## src/rtl/pc_calc.sv

```systemverilog
// Program-counter register and next-PC selector for the RV32 pipeline.
// Optional macro PCCALC_JALR_ALIGN_EN clears bit 0 of the JALR redirect target.
module pc_calc #(
  parameter int unsigned     XLEN     = 32,
  parameter logic [XLEN-1:0] RESET_PC = '0,
  parameter int unsigned     PC_STEP  = 4
) (
  input  logic            clk,
  input  logic            rstn,
  input  logic            stall,
  input  logic            stay,
  input  logic [2:0]      branch_type,
  input  logic            alu_zero,
  input  logic            alu_neg,
  input  logic [XLEN-1:0] pc_with_offset,
  input  logic [XLEN-1:0] target_pc,
  output logic [XLEN-1:0] pc,
  output logic [XLEN-1:0] return_pc
);

  typedef enum logic [2:0] {
    BR_NONE = 3'd0,
    BR_JAL  = 3'd1,
    BR_JALR = 3'd2,
    BR_BEQ  = 3'd3,
    BR_BNE  = 3'd4,
    BR_BLT  = 3'd5,
    BR_BGT  = 3'd6,
    BR_RSVD = 3'd7
  } br_e;

  br_e             br;
  logic            taken;
  logic [XLEN-1:0] jalr_target;
  logic [XLEN-1:0] redirect;
  logic [XLEN-1:0] seq_pc;
  logic [XLEN-1:0] pc_next;

  assign br = br_e'(branch_type);

  // Branch resolution from the compare flags of rs1-rs2
  always_comb begin
    taken = 1'b0;
    case (br)
      BR_JAL:  taken = 1'b1;
      BR_JALR: taken = 1'b1;
      BR_BEQ:  taken = alu_zero;
      BR_BNE:  taken = ~alu_zero;
      BR_BLT:  taken = alu_neg;
      BR_BGT:  taken = ~alu_neg & ~alu_zero;
      default: taken = 1'b0;
    endcase
  end

`ifdef PCCALC_JALR_ALIGN_EN
  assign jalr_target = {target_pc[XLEN-1:1], 1'b0};
`else
  assign jalr_target = target_pc;
`endif

  assign redirect  = (br == BR_JALR) ? jalr_target : pc_with_offset;
  assign seq_pc    = pc + XLEN'(PC_STEP);
  assign return_pc = seq_pc;

  // Hold beats redirect; redirect beats stall so resolved control flow is never dropped
  always_comb begin
    pc_next = pc;
    if (stay) begin
      pc_next = pc;
    end else if (taken) begin
      pc_next = redirect;
    end else if (stall) begin
      pc_next = pc;
    end else begin
      pc_next = seq_pc;
    end
  end

  always_ff @(posedge clk or posedge rstn) begin
    if (rstn) begin
      pc <= RESET_PC;
    end else begin
      pc <= pc_next;
    end
  end

endmodule

```

## config.mk

```make
export PLATFORM = sky130hd
export DESIGN_NAME = pc_calc
export DESIGN_NICKNAME = d
export VERILOG_FILES = /design/src/rtl/pc_calc.sv
export SDC_FILE = /design/constraint.sdc
export NUM_CORES = 1
export LEC_CHECK = 0
export BUFFER_PORTS_ARGS = -buffer_cell sky130_fd_sc_hd__buf_2
export CAP_MARGIN = 20
export CORE_MARGIN = 3
export CORE_UTILIZATION = 51
export DETAILED_ROUTE_END_ITERATION = 8
export PLACE_DENSITY = 0.94
export SLEW_MARGIN = 5
export SYNTH_ARGS = -nofsm -noshare
export SYNTH_HDL_FRONTEND = slang
export SYNTH_SLANG_ARGS = --single-unit
```

## constraint.sdc

```tcl
create_clock -name clk -period 4.3 [get_ports clk]
set_input_delay 0.43 -clock clk [delete_from_list [all_inputs] [get_ports clk]]
set_output_delay 0.43 -clock clk [all_outputs]
set_load 0.02 [all_outputs]
```

==> summary.txt <==
Status = finished, final reports clean
Vias = 3422
Remaining routing DRC violations = 0
P&R area growth vs syn = 28.9%
Cells after synthesis = 339
PostCTS Resize Cnt = 0
Die area = 6630 um2
F_max = 331 MHz
Seq/Total Area, Yosys = 0.276
Share of cells above drive strength 1 = 0.378
Crit-path max FO = 8
Post-route cell area = 3740 um2
Reg area = 801 um2
Required time worst endpoint = 3.87 ns
I/O pin total = 137
Post-CTS Setup Repair Bufs = 0
Leakage = 1.62 nW
RSZ-0062 raised after global routing = no
Critical-path top delay cell = nor3_1
Total clock sinks = 32
Placement Cell Area = 3630 um2
Min-Delay Path Class = in -> async
Worst-path cell chain = nand4_2, nor3_1, nand4_1, xnor2_1, buf_2
Dominant synthesized flop cell = dfrtp_1
Tmin final = 3.02 ns
Core Rows = 26
Drt via density = 6.42
H-tree Lvls = 2
Die H = 81.4 um
Initial core utilization = 0.547
DR iter-0 viols = 377
Vias in the first global route = 3138
Tot GR Track Use = 0.294
Final Hold Vio Count = 0
Worst Tran Pin Value = 1.17 ns
CTS tree = built
Worst skew pair latency = 0.28 ns
Cell Pwr Density = 426 nW/um2
DR WL/cell = 18.1 um
Number of synthesized flops with an enable pin = 0
Drt first pass iters = 7
FF+latch count, synth = 32
Async set-reset flop share out of synthesis = 1.00
Clock Tree Root = clkbuf_8
Grt total ovfl = 0
Antenna violations before repair = 0
Detailed Place HPWL = 7180 um
Post-Syn Nets = 413
Die X-Extent = 81.4 um
Area occupied by multi-input gates = 1960 um2
Syn Area/Cell = 8.56 um2
# port buffers = 136
Crit path capture type = primary output
First-pass GRT wire length = 15200 um
TritonCTS buffer count = 5
Final Max Tran Viols = 0
Setup TNS = 0 ns
Dpl ws = 1.49 ns
Max_slew headroom = 0.211
Top flop regs = pc x32
MaxCap Viol Count = 0
Setup ws final = 1.28 ns
Critical path arrival = 2.59 ns
Top reg by flops = pc
Worst R2R Path Depth = 5
Max Buffers Root-to-Sink = 2
Placeable Area = 5300 um2
Routability cong. = 0.947
Worst setup SP type = register
Antenna cell count = 0
WS Path Type = reg -> out
Cell area after synthesis = 2900 um2
Max IR drop VDD = 0.236 mV
Clock-pin slew on the worst setup and hold paths = 0.07 ns
Final wirelength = 9660 um
Synthesis warning total = 0
Critical Path Max Stage Delay = 0.82 ns
Post-route ant nets = 0
Final net count = 536
Max reg flops = 32
Hold_buf cts = 0
Clock Skew = 0.00535 ns
Setup violators final = 0
Fin crit share = 0.702
Distinct cell type count after synthesis = 50
Pin count of the biggest net entering global routing = 33
Worst hold slack = 0.228 ns
Fill cells = 433
==> cell usage in the layout (no fill, tap or decap), types with 13 or more instances in the layout <==
cell	n
nand4_1	19
buf_2	136
mux2i_1	24
nand3_1	19
o31ai_1	13
dfrtp_1	32
xnor2_1	24
nor2_1	13
a2bb2oi_1	14
nand2_1	21
o21ai_0	14
==> layer usage <==
metal | vias up | track usage | wire [um]
met5 | - | 0 | 0
met4 | 0 | 0.0929 | 110
met3 | 14 | 0.0515 | 1040
met2 | 245 | 0.499 | 4730
met1 | 1609 | 0.378 | 3770
li1 | 1554 | - | -
==> cell type report <==
| cell class | count | share of cell area |
|---|---|---|
| tap | 70 | 0.0234 |
| clock inverter | 2 | 0.00936 |
| clock buffer | 6 | 0.0194 |
| inverter | 11 | 0.0110 |
| timing repair buffer | 145 | 0.200 |
| multi-input combinational | 267 | 0.523 |
| sequential | 32 | 0.214 |
==> synthesized netlist by cell type, drive strengths merged (13+ instances only) <==
library cell | number | area share
xnor2 | 24 | 0.072
o31ai | 13 | 0.034
nand4 | 20 | 0.045
a211oi | 14 | 0.040
a2bb2oi | 14 | 0.042
nand2 | 21 | 0.027
o21ai | 14 | 0.024
dfrtp | 32 | 0.28
mux2i | 24 | 0.083
nand3 | 19 | 0.033
clkbuf | 22 | 0.028
nor2 | 13 | 0.017
==> cell families (layout without fill, tap and decap cells) <==
group,count (synthesis),count (layout),synth area share
buffers and inverters,40,164,0.0561
muxes,35,35,0.125
DFF,32,32,0.276
AOI/OAI and AO/OA,100,100,0.259
and+or+nand+nor,103,103,0.195
xor gates and xnor gates,28,28,0.0845
adders and majority gates,1,1,0.00431
==> worst max-delay path, delay by kind of cell (launching register included) <==
family / cells / cell delay (ns)
AND/OR/NAND/NOR: 3 / 1.33
buffers and inverters: 1 / 0.20
flip-flops: 1 / 0.50
XOR/XNOR: 1 / 0.27
==> metrics by stage <==
step                instances  power (mW)   util
floorplan                 339        1.02      -
global placement          524        1.28  0.684
detailed placement        524        1.30  0.684
CTS                       532        1.59  0.704
global route              533        1.69  0.706
finish                    533        1.59  0.706
==> power breakdown <==
part           switching (mW)  internal, mW
Sequential              0.139         0.376
Combinational           0.484         0.307
Clock                   0.117         0.172
==> final timing paths <==
| check | from | endpoint | slack, ns |
|---|---|---|---|
| min reg2reg | pc[0]$_DFFE_PP0P_ | pc[0]$_DFFE_PP0P_ | 0.59 |
| max reg2reg | pc[10]$_DFFE_PP0P_ | pc[30]$_DFFE_PP0P_ | 1.81 |
| min in group clk | pc_with_offset[0] | pc[0]$_DFFE_PP0P_ | 0.48 |
| max in group asynchronous | rstn | pc[26]$_DFFE_PP0P_ | 3.76 |
| min | rstn | pc[8]$_DFFE_PP0P_ | 0.23 |
| max | pc[10]$_DFFE_PP0P_ | return_pc[28] | 1.28 |
No activity file was read; power rests on OpenSTA's default activity.
